## src/rtl/imem_pkg.sv

```systemverilog
// imem_pkg: shared FSM state type, fault NOP word and byte-address fault decode
package imem_pkg;
  typedef enum logic {LOAD, RUN} state_e;
  localparam logic [31:0] NOP_INSTR = 32'h00000013;
  function automatic logic addr_fault(input logic [31:0] a, input int unsigned dl2);
    return (a[1:0] != 2'b00) || ((a >> (dl2 + 2)) != 32'd0);
  endfunction
endpackage

```

## src/rtl/imem_load_fetch_ctrl.sv

```systemverilog
// imem_load_fetch_ctrl: shares one imem between loader (ld_*) and core fetch (fetch_*); drives mem_*, holds core via core_hold, reports ld_count/ld_err
module imem_load_fetch_ctrl #(
  parameter int          DEPTH_LOG2 = 3,
  parameter logic [31:0] NOP_INSTR  = imem_pkg::NOP_INSTR
) (
  input  logic                  clk,
  input  logic                  rst,
  input  logic                  ld_valid,
  output logic                  ld_ready,
  input  logic [31:0]           ld_addr,
  input  logic [31:0]           ld_data,
  input  logic                  ld_last,
  input  logic                  reload,
  input  logic                  fetch_req,
  input  logic [31:0]           fetch_pc,
  output logic                  fetch_valid,
  output logic [31:0]           fetch_instr,
  output logic                  fetch_err,
  output logic                  core_hold,
  output logic                  mem_we,
  output logic [DEPTH_LOG2-1:0] mem_addr,
  output logic [31:0]           mem_wdata,
  input  logic [31:0]           mem_rdata,
  output logic [DEPTH_LOG2:0]   ld_count,
  output logic                  ld_err
);
  import imem_pkg::*;
  localparam int CW = DEPTH_LOG2 + 1;
  state_e state_q, state_d;
  logic [CW-1:0] ld_count_q, ld_count_d;
  logic ld_err_q, ld_err_d, fetch_valid_q, fetch_valid_d, fetch_err_q, fetch_err_d;
  logic [31:0] fetch_instr_q, fetch_instr_d;
  logic is_load, ld_fault, pc_fault, ld_acc, go_run, do_reload, fire;
  always_comb begin
    is_load       = state_q == LOAD;
    ld_fault      = addr_fault(ld_addr, DEPTH_LOG2);
    pc_fault      = addr_fault(fetch_pc, DEPTH_LOG2);
    ld_acc        = is_load & ld_valid;
    go_run        = ld_acc & ld_last;
    do_reload     = ~is_load & reload;
    fire          = ~is_load & fetch_req & ~reload;
    mem_we        = ld_acc & ~ld_fault;
    mem_addr      = is_load ? ld_addr[DEPTH_LOG2+1:2] : fetch_pc[DEPTH_LOG2+1:2];
    mem_wdata     = ld_data;
    state_d       = go_run ? RUN : do_reload ? LOAD : state_q;
    ld_count_d    = do_reload ? '0 : (mem_we & ~ld_count_q[DEPTH_LOG2]) ? ld_count_q + CW'(1) : ld_count_q;
    ld_err_d      = do_reload ? 1'b0 : ld_err_q | (ld_acc & ld_fault);
    fetch_valid_d = fire;
    fetch_instr_d = fire ? (pc_fault ? NOP_INSTR : mem_rdata) : fetch_instr_q;
    fetch_err_d   = fire ? pc_fault : fetch_err_q;
  end
  always_ff @(posedge clk) begin
    if (rst) begin
      state_q       <= LOAD;
      ld_count_q    <= '0;
      ld_err_q      <= 1'b0;
      fetch_valid_q <= 1'b0;
      fetch_instr_q <= '0;
      fetch_err_q   <= 1'b0;
    end else begin
      state_q       <= state_d;
      ld_count_q    <= ld_count_d;
      ld_err_q      <= ld_err_d;
      fetch_valid_q <= fetch_valid_d;
      fetch_instr_q <= fetch_instr_d;
      fetch_err_q   <= fetch_err_d;
    end
  end
  assign ld_ready    = is_load;
  assign core_hold   = is_load;
  assign ld_count    = ld_count_q;
  assign ld_err      = ld_err_q;
  assign fetch_valid = fetch_valid_q;
  assign fetch_instr = fetch_instr_q;
  assign fetch_err   = fetch_err_q;
endmodule
```

## config.mk

```make
export PLATFORM = sky130hd
export DESIGN_NAME = imem_load_fetch_ctrl
export DESIGN_NICKNAME = d
export VERILOG_FILES = /design/src/rtl/imem_pkg.sv /design/src/rtl/imem_load_fetch_ctrl.sv
export SDC_FILE = /design/constraint.sdc
export NUM_CORES = 1
export LEC_CHECK = 0
export ABC_CLOCK_PERIOD_IN_PS = 2200
export CORE_ASPECT_RATIO = 1.25
export CORE_UTILIZATION = 27
export CTS_CLUSTER_DIAMETER = 50
export DETAILED_ROUTE_END_ITERATION = 6
export PLACE_DENSITY = 0.8
export SLEW_MARGIN = 20
export SYNTH_ARGS = -nofsm -noshare
export SYNTH_HDL_FRONTEND = slang
export SYNTH_SLANG_ARGS = --single-unit
```

## constraint.sdc

```tcl
create_clock -name clk -period 2.2 [get_ports clk]
set_clock_uncertainty 0.05 [all_clocks]
set_input_delay 0.33 -clock clk [delete_from_list [all_inputs] [get_ports clk]]
set_output_delay 0.33 -clock clk [all_outputs]
set_load 0.05 [all_outputs]
```

==> results by group, run 1 <==
Run status
  – Status: complete, no violations

Floorplanning
  – Site row count: 33
  – Die area: 7172 µm²
  – Die Width: 75.95 µm
  – Initial Utilization: 0.2811
  – Core area: 6565 µm²
  – Ports: 211
  – Die height: 94.44 µm

CTS
  – Total CTS buffers: 5
  – Clock Tree Buf Depth: 2
  – Clk slew on worst S/H paths: 0.08 ns
  – CTS HTree Levels: 2
  – Post-CTS Hold Fix Bufs: 0
  – CTS Root Cell: clkbuf_8
  – CTS tree: done
  – CTS sink cnt: 40
  – Clk_lat worst skew: 0.29 ns

Timing
  – Hold Fails Final Rpt: 0
  – Setup TNS: 0 ns
  – Max Clk Rate: 474.9 MHz
  – Period utilization: 0.9571
  – Crit path time final: 2.106 ns
  – # setup viols final: 0
  – Final Max Tran Viols: 0
  – Max-Slew Margin vs Limit: 0.5268
  – Final hold slack: 0.3957 ns
  – RSZ-0062 raised after global routing: no
  – Worst Max-Slew Pin Slew: 0.7081 ns

Logic synthesis
  – Net Count, Synth: 315
  – FF+latch count, synth: 40
  – Top cell type's share of synthesized area: 0.4339
  – Ys Warns: 0
  – Mapped cell area: 1846 µm²
  – Syn avg cell area: 10.25 µm²
  – Share of flip-flops with an asynchronous set or reset: 0
  – Synth area leaders: dfxtp_1 (43%), buf_4 (14%), a22o_1 (14%)
  – Ys flop type: dfxtp_1
  – Synth Instances: 180
  – Post-synth EDFFs: 0
  – Post-synthesis sequential area ratio: 0.4339
  – Largest area contributor in the netlist: dfxtp_1
  – Netlist cell types: 31

Finish
  – Layout cells sized above 1: 0.1167
  – Most common cell after layout, fill and taps aside: clkdlybuf4s50_1
  – Fill cell count: 585
  – Commonest non-fill, non-tap cells in the layout: clkdlybuf4s50_1 (142), dfxtp_1 (40), a22o_1 (29)
  – Layout area overhead: 80.20%
  – Diode count: 0
  – Nets@finish: 434

Setup path
  – CP Capture Type: primary output
  – Worst R2R Start: state_q
  – CP startpoint kind: input pin
  – Worst R2R End: fetch_instr[1]
  – Worst Path Max Fanout: 4
  – Worst reg2reg path depth: 5
  – CP arrival: 1.73 ns
  – Worst EP required: 1.82 ns
  – Reg2reg setup slack: 0.39 ns
  – Crit Path Class: in2out

Place
  – PortBufs: 146
  – RePlAce Congestion: 0.7947
  – DP HPWL: 4.778 mm

Power
  – Clk pwr share: 0.324
  – Power Dens Cells: 466.7 nW/µm²
  – Worst vdd ir: 0.2238 mV
  – Net Sw Power: 0.3670 mW
  – Sw frac: 0.2365
  – Total Power: 1.552 mW
  – Leakage: 1.211 nW
  – Comb power frac: 0.203
  – Cell Int Power: 1.185 mW
  – Power share of the sequential group: 0.473

Routing
  – Number of remaining DRC errors: 0
  – Antenna-violating nets left: 0
  – Via count: 1,823
  – DR vias/cell: 4.711
  – 1st-iter DRT viols: 31
  – First-pass DRT Iterations: 4
  – Routed WL: 5.797 mm
  – Routed length per placed instance: 14.98 µm

Global route
  – Met1 global-route usage: 0.1439
  – Grt met3 use: 0.07826
  – Pin count of the biggest net entering global routing: 30
  – Initial antenna violation count: 0
  – GR peak layer: met2
  – Vias in the first global route: 1,870
  – First-pass GRT wire length: 9.073 mm
  – GRT Total Usage: 0.1638
  – Met2 usage: 0.3205
  – Gr ovfl total: 0

Job
  – Number of max-cap violations: 0

Min path
  – Hold endpoint: ld_err
  – Hold path start: ld_err
  – Worst Hold Class: reg2reg
  – Hold path cells: 2
-- through the flow --
stage | util | instance area (µm²) | worst slack [ns] | std cells
3_5_place_dp | 0.4892 | 3212 | -0.1699 | 378
5_1_grt | 0.5066 | 3326 | 0.01284 | 387
6_report | 0.5066 | 3326 | 0.09429 | 387
4_1_cts | 0.5033 | 3304 | 0.04108 | 386
3_3_place_gp | 0.4892 | 3212 | -0.05752 | 378
2_1_floorplan | - | 1846 | 0.2423 | 180
-- layer usage --
metal / routed length, µm / part of all wire / up-vias
li1: - / - / 868
met1: 1909 / 0.33 / 819
met3: 720 / 0.12 / 12
met4: 131 / 0.023 / 0
met5: 0 / 0 / -
met2: 3035 / 0.52 / 124
-- power groups by stage --
| stage | clock [mW] | combinational, mW | sequential [mW] |
|---|---|---|---|
| global placement | 0 | 0.312 | 0.751 |
| floorplan | 0 | 0.230 | 0.764 |
| CTS | 0.530 | 0.316 | 0.734 |
| detailed placement | 0 | 0.315 | 0.751 |
| global route | 0.552 | 0.334 | 0.736 |
| finish | 0.503 | 0.315 | 0.734 |
-- synth_stat cells (all sizes together), types with 3 or more instances --
cell,count
buf,40
dfxtp,40
a22o,29
nor2,14
nor4,13
a21oi,5
nand4,5
inv,4
mux2,4
nor3,4
and4,3
o21a,3
-- sequential cells by signal, indices dropped and copies added, names as in the netlist --
| signal | count |
|---|---|
| fetch_instr | 32 |
| state_q | 1 |
| ld_count | 4 |
| fetch_valid | 1 |
| ld_err | 1 |
| fetch_err | 1 |
-- final cells by class --
| class | count | area (µm²) | area share |
|---|---|---|---|
| repair buffers | 154 | 1574 | 0.4733 |
| flip-flops and latches | 40 | 800.8 | 0.2408 |
| multi-input cells | 94 | 734.5 | 0.2208 |
| well taps | 87 | 108.9 | 0.03273 |
| clock buffers | 6 | 82.58 | 0.02483 |
| inverters | 4 | 15.01 | 0.004515 |
| clock inverters | 2 | 10.01 | 0.003010 |
-- what timing repair did --
action / in CTS / in global routing
endpoints found under the hold margin: 0 / 0
gates resized for setup: 0 / 2
buffers inserted: 0 / 1
setup endpoints to repair: 0 / 1
-- critical path, stage by stage --
cell and delay, ns:
clkdlybuf4s50_1 0.51, nor4b_2 0.26, nand4_1 0.25, nor2_2 0.22, buf_12 0.15
-- cell families (layout without fill, tap and decap cells) --
group,Yosys count,count (layout),synth area share
and+or+nand+nor,48,48,0.1783
DFF,40,40,0.4339
muxes,4,4,0.02441
AOI/OAI and AO/OA,41,41,0.1797
buffers and inverters,46,166,0.1769
adders and majority gates,1,1,0.006779
-- how the worst max path moves through the flow --
stage	start	end	slack (ns)	cells after the start
2_1_floorplan	ld_addr[11]	mem_we	0.24	3
3_3_place_gp	reload	fetch_instr[30]	-0.06	4
3_5_place_dp	reload	fetch_instr[3]	-0.17	4
4_1_cts	ld_addr[0]	mem_we	0.04	6
5_1_grt	ld_addr[14]	mem_we	0.01	6
6_report	ld_valid	mem_we	0.09	5
(Power assumes the default switching activity.)
==> run 2, diff against run 1 <==
Settings changed: PLACE_DENSITY 0.8 to 0.78.
==> run 2 against run 1 <==
Compared with the run above: register-to-register slack got worse by 0.02 ns; utilization increased by 0.11 points; critical path type unchanged; total power increased by 4.8%; hold slack improved by 0.021 ns.
==> results by group, run 2 (synthesized netlist as in run 1, its figures left out) <==
Timing
  – RSZ-0062 raised after global routing: no (unchanged)
  – Final Max Tran Viols: 0 (unchanged)
  – Worst Max-Slew Pin Slew: 0.6374 ns (was 0.7081 ns)
  – Max-Slew Margin vs Limit: 0.5740 (was 0.5268)
  – Hold Fails Final Rpt: 0 (unchanged)
  – Period utilization: 0.9611 (was 0.9571)
  – Crit path time final: 2.115 ns (was 2.106 ns)
  – # setup viols final: 0 (unchanged)
  – Setup TNS: 0 ns (unchanged)
  – Max Clk Rate: 472.9 MHz (was 474.9 MHz)

Power
  – Worst vdd ir: 0.2474 mV (was 0.2238 mV)
  – Power Dens Cells: 487.9 nW/µm² (was 466.7 nW/µm²)
  – Leakage: 1.210 nW (was 1.211 nW)

Setup path
  – Crit Path Class: in2out (unchanged)
  – CP startpoint kind: input pin (unchanged)
  – Worst Setup SP: ld_addr[0] (was ld_valid)
  – Worst-path cell chain: clkdlybuf4s50_1 > nor4_1 > buf_4 > nand4_1 > nor2_2 > buf_12 (was clkdlybuf4s50_1 > nor4b_2 > nand4_1 > nor2_2 > buf_12)
  – Delay-heaviest family, CP: buffers and inverters (was simple AND/OR/NAND/NOR gates)
  – Crit-path max cell delay: 0.40 ns (was 0.51 ns)
  – Worst R2R Start: state_q (unchanged)
  – Reg2reg setup slack: 0.37 ns (was 0.39 ns)
  – Critical path's slowest cell: clkdlybuf4s50_1 (unchanged)
  – CP Capture Type: primary output (unchanged)
  – Worst EP required: 1.82 ns (about the same)
  – Worst Path Max Fanout: 3 (was 4)
  – CP arrival: 1.73 ns (about the same)
  – WP buf/inv: 3 (was 2)

Routing
  – Number of remaining DRC errors: 0 (unchanged)
  – Metal2 WL: 2.956 mm (was 3.035 mm)
  – 1st-iter DRT viols: 33 (was 31)
  – M1 WL: 1.858 mm (was 1.909 mm)
  – Met3 wire length: 811 µm (was 720 µm)
  – Antenna-violating nets left: 0 (unchanged)
  – Highest metal used: met4 (unchanged)
  – DR vias/cell: 4.694 (was 4.711)
  – Via count: 1,812 (was 1,823)
  – First-pass DRT Iterations: 4 (unchanged)
  – Routed length per placed instance: 15.08 µm (was 14.98 µm)
  – Routed WL: 5.820 mm (was 5.797 mm)

Place
  – PortBufs: 146 (unchanged)
  – RePlAce Congestion: 0.7581 (was 0.7947)
  – DP HPWL: 4.937 mm (was 4.778 mm)
  – Dpl cell area: 3212 µm² (unchanged)

Min path
  – Hold path start: ld_err (unchanged)
  – Worst Hold Class: reg2reg (unchanged)

Finish
  – Final Cell Area: 3333 µm² (was 3326 µm²)
  – Max reg flops: 32 (unchanged)
  – Commonest non-fill, non-tap cells in the layout: clkdlybuf4s50_1 (142), dfxtp_1 (40), a22o_1 (29) (unchanged)
  – Fill cell count: 586 (was 585)
  – Most common cell after layout, fill and taps aside: clkdlybuf4s50_1 (unchanged)
  – Nets@finish: 433 (was 434)
  – Layout cells sized above 1: 0.1104 (was 0.1167)
  – Layout area overhead: 80.61% (was 80.20%)
  – Diode count: 0 (unchanged)

Global route
  – GRT Total Usage: 0.1620 (was 0.1638)
  – Pin count of the biggest net entering global routing: 30 (unchanged)
  – First-pass GRT wire length: 8.880 mm (was 9.073 mm)
  – Vias in the first global route: 1,839 (was 1,870)
  – Initial antenna violation count: 0 (unchanged)
  – Gr ovfl total: 0 (unchanged)

CTS
  – Post-CTS Hold Fix Bufs: 0 (unchanged)
  – CTS Root Cell: clkbuf_8 (unchanged)
  – CTS tree: done (unchanged)
  – Setup Buffers After CTS: 0 (unchanged)
  – CTS sink cnt: 40 (unchanged)
  – CTS HTree Levels: 2 (unchanged)
  – Clk slew on worst S/H paths: 0.08 ns (about the same)
  – Clk_lat worst skew: 0.28 ns (was 0.29 ns)
  – Total CTS buffers: 5 (unchanged)
  – Clock Tree Buf Depth: 2 (unchanged)

Run status
  – Status: complete, no violations (unchanged)

Floorplanning
  – Initial Utilization: 0.2811 (unchanged)
  – Die Width: 75.95 µm (unchanged)
  – Die height: 94.44 µm (unchanged)
  – Core area: 6565 µm² (unchanged)
  – Die area: 7172 µm² (unchanged)
  – Ports: 211 (unchanged)
  – Site row count: 33 (unchanged)

Job
  – Number of max-cap violations: 0 (unchanged)
## run 2: per-stage QoR
stage / std cells / total power, mW / hold WS [ns] / utilization / worst slack [ns]
2_1_floorplan: 180 / 0.9934 / 0.4038 / - / 0.2423
3_3_place_gp: 378 / 1.059 / 0.3905 / 0.4892 / -0.03323
5_1_grt: 386 / 1.707 / 0.4508 / 0.5077 / 0.003645
3_5_place_dp: 378 / 1.062 / 0.4041 / 0.4892 / -0.08772
6_report: 386 / 1.626 / 0.4169 / 0.5077 / 0.08550
4_1_cts: 386 / 1.651 / 0.4181 / 0.5056 / 0.0008825
## run 2: worst reg2reg max path, stage by stage (launching register included)
cell	delay, ns
dfxtp_1	0.51
and3b_1	0.28
buf_4	0.18
nand3_4	0.09
nor4_4	0.31
buf_4	0.22
a22o_1	0.14
## run 2: path summary, 6_finish.rpt
path / to / cells after the start
setup / recovery: mem_we / 6
setup reg to reg: fetch_instr[15] / 6
hold reg to reg: ld_err / 2
hold / removal: ld_err / 2
## run 2: cell type report
type / count / area [µm²] / share of cell area
Clock buffer: 6 / 72.57 / 0.02177
Clock inverter: 2 / 35.03 / 0.01051
Inverter: 4 / 15.01 / 0.004505
Multi-Input combinational cell: 94 / 734.5 / 0.2203
Sequential cell: 40 / 800.8 / 0.2402
Tap cell: 87 / 108.9 / 0.03266
Timing Repair Buffer: 153 / 1567 / 0.4700
## run 2: what timing repair did
item / in CTS / in global routing
setup endpoints to repair: 0 / 1
endpoints found under the hold margin: 0 / 0
gates resized for setup: 0 / 2
## run 2: power breakdown
group	internal, mW	total [mW]	switching [mW]
clock	0.337	0.581	0.244
sequential	0.729	0.734	0.00551
combinational	0.204	0.311	0.107
total	1.27	1.63	0.357
## run 2: routing by layer
| layer | global-route usage | up-vias |
|---|---|---|
| li1 | - | 864 |
| met1 | 0.1430 | 800 |
| met2 | 0.2909 | 128 |
| met3 | 0.09758 | 20 |
| met4 | 0.08494 | 0 |
| met5 | 0 | - |
